[src/rtl/leaf_rx_demux.sv]
`default_nettype none
// ============================================================================
// Module  : leaf_rx_demux
// Purpose : BFT leaf receive side; checks destination and demuxes payloads
//           into per-port first-word-fall-through FIFOs with resend on drop.
// Revision: 1.0  initial release
// ============================================================================
module leaf_rx_demux #(
    parameter logic [4:0] LEAF_ADDR  = 5'd0,
    parameter int         NUM_PORTS  = 4,
    parameter int         FIFO_DEPTH = 16,
    parameter int         CNT_W      = 16
) (
    input  logic                    clk,
    input  logic                    reset_n,
    input  logic [48:0]             din_leaf_bft2interface,
    output logic [NUM_PORTS*32-1:0] dout_data,
    output logic [NUM_PORTS-1:0]    dout_valid,
    input  logic [NUM_PORTS-1:0]    dout_ready,
    output logic                    resend,
    output logic [3:0]              resend_port,
    output logic [CNT_W-1:0]        drop_cnt,
    output logic [CNT_W-1:0]        misroute_cnt
);

    localparam int AW = $clog2(FIFO_DEPTH);

    logic [48:0]          pkt_q, pkt_d;
    logic                 resend_q, resend_d;
    logic [3:0]           resend_port_q, resend_port_d;
    logic [CNT_W-1:0]     drop_cnt_q, drop_cnt_d;
    logic [CNT_W-1:0]     misroute_cnt_q, misroute_cnt_d;

    logic                 pkt_valid;
    logic [4:0]           pkt_leaf;
    logic [3:0]           pkt_port;
    logic [31:0]          pkt_data;
    logic                 port_in_range;
    logic                 pkt_ok;
    logic                 misroute;
    logic                 drop_any;
    logic [NUM_PORTS-1:0] drop_vec;
    logic                 unused_rsvd;

    assign pkt_valid     = pkt_q[48];
    assign pkt_leaf      = pkt_q[47:43];
    assign pkt_port      = pkt_q[42:39];
    assign pkt_data      = pkt_q[31:0];
    assign unused_rsvd   = ^pkt_q[38:32];
    assign port_in_range = {1'b0, pkt_port} < 5'(NUM_PORTS);
    assign pkt_ok        = pkt_valid && (pkt_leaf == LEAF_ADDR) && port_in_range;
    assign misroute      = pkt_valid && !((pkt_leaf == LEAF_ADDR) && port_in_range);
    assign drop_any      = |drop_vec;

    always_comb begin
        pkt_d          = din_leaf_bft2interface;
        resend_d       = drop_any;
        resend_port_d  = drop_any ? pkt_port : resend_port_q;
        drop_cnt_d     = drop_cnt_q;
        misroute_cnt_d = misroute_cnt_q;
        if (drop_any && (drop_cnt_q != '1)) begin
            drop_cnt_d = drop_cnt_q + CNT_W'(1);
        end
        if (misroute && (misroute_cnt_q != '1)) begin
            misroute_cnt_d = misroute_cnt_q + CNT_W'(1);
        end
    end

    always_ff @(posedge clk or negedge reset_n) begin
        if (!reset_n) begin
            pkt_q          <= '0;
            resend_q       <= 1'b0;
            resend_port_q  <= '0;
            drop_cnt_q     <= '0;
            misroute_cnt_q <= '0;
        end else begin
            pkt_q          <= pkt_d;
            resend_q       <= resend_d;
            resend_port_q  <= resend_port_d;
            drop_cnt_q     <= drop_cnt_d;
            misroute_cnt_q <= misroute_cnt_d;
        end
    end

    assign resend       = resend_q;
    assign resend_port  = resend_port_q;
    assign drop_cnt     = drop_cnt_q;
    assign misroute_cnt = misroute_cnt_q;

    for (genvar p = 0; p < NUM_PORTS; p++) begin : g_port
        logic [AW:0]  wr_ptr_q, wr_ptr_d;
        logic [AW:0]  rd_ptr_q, rd_ptr_d;
        logic [31:0]  mem_q [FIFO_DEPTH];
        logic         hit;
        logic         empty;
        logic         full;
        logic         pop;
        logic         push;

        assign hit   = pkt_ok && (pkt_port == 4'(p));
        assign empty = (wr_ptr_q == rd_ptr_q);
        assign full  = (wr_ptr_q[AW] != rd_ptr_q[AW]) &&
                       (wr_ptr_q[AW-1:0] == rd_ptr_q[AW-1:0]);
        assign pop   = !empty && dout_ready[p];
        // A pop in the same cycle frees the slot, so a full FIFO still accepts.
        assign push        = hit && (!full || pop);
        assign drop_vec[p] = hit && full && !pop;

        always_comb begin
            wr_ptr_d = wr_ptr_q;
            rd_ptr_d = rd_ptr_q;
            if (push) begin
                wr_ptr_d = wr_ptr_q + (AW+1)'(1);
            end
            if (pop) begin
                rd_ptr_d = rd_ptr_q + (AW+1)'(1);
            end
        end

        always_ff @(posedge clk or negedge reset_n) begin
            if (!reset_n) begin
                wr_ptr_q <= '0;
                rd_ptr_q <= '0;
            end else begin
                wr_ptr_q <= wr_ptr_d;
                rd_ptr_q <= rd_ptr_d;
            end
        end

        always_ff @(posedge clk) begin
            if (push) begin
                mem_q[wr_ptr_q[AW-1:0]] <= pkt_data;
            end
        end

        assign dout_valid[p]         = !empty;
        assign dout_data[p*32 +: 32] = empty ? 32'h0 : mem_q[rd_ptr_q[AW-1:0]];
    end

endmodule
`default_nettype wire

[config.mk]
export PLATFORM = sky130hd
export DESIGN_NAME = leaf_rx_demux
export DESIGN_NICKNAME = d
export VERILOG_FILES = /design/src/rtl/leaf_rx_demux.sv
export SDC_FILE = /design/constraint.sdc
export NUM_CORES = 2
export LEC_CHECK = 0
export CORE_MARGIN = 1
export CORE_UTILIZATION = 30
export CTS_CLUSTER_DIAMETER = 50
export DETAILED_ROUTE_END_ITERATION = 8
export PLACE_DENSITY_LB_ADDON = 0.3
export SETUP_SLACK_MARGIN = 0.4
export SLEW_MARGIN = 20
export SYNTH_ARGS = -nofsm -noshare
export SYNTH_HDL_FRONTEND = slang
export SYNTH_SLANG_ARGS = --single-unit
[constraint.sdc]
create_clock -name clk -period 10.9 [get_ports clk]
set_input_delay 1.635 -clock clk [delete_from_list [all_inputs] [get_ports clk]]
set_output_delay 1.635 -clock clk [all_outputs]
set_load 0.01 [all_outputs]
==> summary.txt <==
STA
  • F_max: 0.151 GHz
  • Final Cycle Share: 60.7%
  • Fin Hold WS: 0.484 ns
  • Slew HR: 25.6%
  • Max Clock Skew: 0.0291 ns
  • Final hold vios: 0
  • Setup ws final: 4.28 ns
  • Slew Viols, Final: 0
  • Setup Viol. Count Final: 0
  • Slew @ Worst Pin: 1.11 ns
  • Setup TNS: 0 ns
  • RSZ-0062 raised after global routing: no
  • Crit path time final: 6.62 ns

CTS
  • Post_cts resized: 0
  • # clock sinks: 2167
  • Clock buffer depth: 3
  • CTS buffer count: 229
  • H-Tree Depth: 4
  • Clock transition at the registers of the reported paths: 0.06 ns
  • CTS tree: built
  • Cts hold-fix bufs: 0
  • Setup bufs post-CTS: 0
  • Worst skew pair latency: 0.87 ns
  • CTS root buf: clkbuf_16

Cells and area
  • Area grow syn2layout: 17.8%
  • Most frequent cells in the layout: edfxtp_1, mux4_2, clkbuf_16
  • Most common cell after layout, fill and taps aside: edfxtp_1
  • Finished Layout Cells: 7750
  • Layout cells sized above 1: 30.6%
  • Post-route cell area: 97600 µm²
  • Nets: 3934

Placement
  • Setup Slack @ Placement: 4.86 ns
  • Placed instance area: 90300 µm²
  • HPWL after DPL: 108000 µm
  • Post-placement cell count: 7311
  • Port bufs: 216
  • Placer Congestion: 0.726

Route
  • Via count: 37235
  • Routed Antenna Nets: 0
  • Drt drc: 0
  • Drt initial violations: 3256
  • Final wirelength: 205000 µm
  • Wire per inst: 26.4 µm
  • Via-to-Cell Ratio: 4.80
  • DR pass1 iterations: 8

Logic synthesis
  • Register area share after synthesis: 77.8%
  • Yosys warns: 0
  • Count of cell types in the netlist: 44
  • Count of flip-flops with a built-in enable after synthesis: 2048
  • Syn_area_per_cell: 24.0 µm²
  • FF+latch count, synth: 2167
  • Synthesized area: 82800 µm²
  • Fraction of registers with async set/reset: 5.49%
  • Synth Flop Type: edfxtp_1
  • Synth Instances: 3458
  • Syn Nets: 3535

Floorplan
  • Die area: 278000 µm²
  • IO Pins: 224
  • Initial Util: 30.2%
  • Die H: 527 µm
  • # rows: 192
  • Die X: 527 µm
  • Core area: 274000 µm²

Critical path
  • CP Cell Sequence: buf_4 > xnor2_1 > nand4_1 > nor2_4 > inv_1 > clkdlybuf4s50_1
  • Crit-path max FO: 48
  • Slowest cell delay on critical path: 1.05 ns
  • WS Path Type: reg2out
  • Critical Path Slowest Stage Cell: dfrtp_4
  • CP Capture Type: output pin
  • Crit path DAT: 4.98 ns
  • CP Data Required Time: 9.27 ns
  • Startpoint Class: flip-flop

Power
  • LEAKAGE: 0.0302 µW
  • Clock power frac: 31.4%
  • Logic pwr share: 28.6%
  • Sw frac: 28.6%
  • Cell area power density: 243 nW/µm²
  • Int Pwr: 16900 µW
  • VDD IR max: 0.220 mV
  • Switch Pwr: 6770 µW
  • Flop pwr share: 40.1%

GRT
  • Initial antenna violation count: 34
  • Vias in the first global route: 39497
  • Total track usage: 14.6%
  • Largest net degree at the start of global routing: 113
  • First-pass GRT wire length: 291000 µm
  • Grt ovf: 0

Worst hold path
  • Hold WC Path Type: reg2reg

Run status
  • Status: completed

Run
  • # Max-Cap Violations: 0
-- cell type report --
| class | count | area, µm² |
|---|---|---|
| Tap cell | 3686 | 4610 |
| Sequential cell | 2167 | 64600 |
| Inverter | 22 | 82.6 |
| Clock buffer | 300 | 6060 |
| Antenna cell | 11 | 27.5 |
| Multi-Input combinational cell | 1094 | 18000 |
| Clock inverter | 127 | 1120 |
| Timing Repair Buffer | 343 | 3160 |
| Fill cell | 25122 | 177000 |
-- cells in the mapped netlist, types with 6 or more instances --
| master | instances | share of area [%] |
|---|---|---|
| and2_1 | 7 | 0.053 |
| ha_1 | 22 | 0.33 |
| mux4_2 | 640 | 17 |
| xnor2_1 | 51 | 0.54 |
| nand2_1 | 39 | 0.18 |
| nand2b_1 | 6 | 0.045 |
| o21ai_0 | 7 | 0.042 |
| xor2_1 | 29 | 0.31 |
| mux2_2 | 6 | 0.082 |
| nor2_1 | 48 | 0.22 |
| buf_2 | 50 | 0.30 |
| nor3_1 | 21 | 0.13 |
| nand3_1 | 11 | 0.066 |
| clkbuf_1 | 108 | 0.49 |
| dfrtp_1 | 119 | 3.6 |
| buf_1 | 13 | 0.059 |
| inv_1 | 22 | 0.10 |
| edfxtp_1 | 2048 | 74 |
| and3_1 | 10 | 0.076 |
| nand4_1 | 21 | 0.16 |
| nor2b_1 | 133 | 1.0 |
-- routing by layer --
layer	GRT usage, %	vias to the layer above	part of all wire (%)
li1	-	15470	-
met1	20.2	20565	43
met2	24.3	962	50
met3	2.23	236	4.8
met4	3.39	2	1.7
met5	0	-	0.0049
-- registers in the layout, summed over array words and instances, names as in the netlist --
name	count
drop_cnt	16
g_port.mem_q	2048
g_port.rd_ptr_q	20
g_port.wr_ptr_q	20
misroute_cnt	16
pkt_q	42
resend	1
resend_port	4
-- path summary, 6_finish.rpt --
path	start	end	slack [ns]	cells past startpoint
max in group asynchronous	reset_n	g_port[0].rd_ptr_q[0]	8.62	2
worst min-delay path	resend_port[3]	resend_port[3]	0.48	1
worst max-delay path	g_port[1].rd_ptr_q[0]	dout_valid[1]	4.28	6
worst max register to register	g_port[0].rd_ptr_q[0]	g_port[0].mem_q[0][30]	5.46	8
min in group asynchronous	reset_n	drop_cnt[2]	0.87	1
worst min register to register	resend_port[3]	resend_port[3]	0.48	1
-- power by group through the flow --
stage | clock network [µW] | registers [µW] | logic [µW]
final | 7420 | 9490 | 6760
after floorplan | 0 | 9440 | 4330
after global placement | 0 | 9680 | 7010
after CTS | 7590 | 9500 | 7030
after detailed placement | 0 | 9680 | 7000
after global routing | 7910 | 9530 | 7240
-- logic make-up after synthesis --
| family | after synthesis | synth area share (%) |
|---|---|---|
| flops | 2167 | 77.8 |
| mux | 649 | 17.5 |
| simple gates | 331 | 2.32 |
| buf+inv | 197 | 1.00 |
| xor+xnor | 81 | 0.866 |
| fa+ha+maj | 22 | 0.332 |
| compound gates | 11 | 0.0967 |
-- stage by stage --
step | power (µW) | utilization (%)
after CTS | 24100 | 35.6
after global routing | 24700 | 35.6
after global placement | 16700 | 33.0
final | 23700 | 35.6
after floorplan | 13800 | -
after detailed placement | 16700 | 33.0
-- worst max-delay path: cells and delay by family (launching register included) --
kind / cells / cell delay [ns]
buffers and inverters: 3 / 1.78
DFF: 1 / 1.05
and+or+nand+nor: 2 / 0.96
xor gates and xnor gates: 1 / 0.20
(Power assumes the default switching activity.)
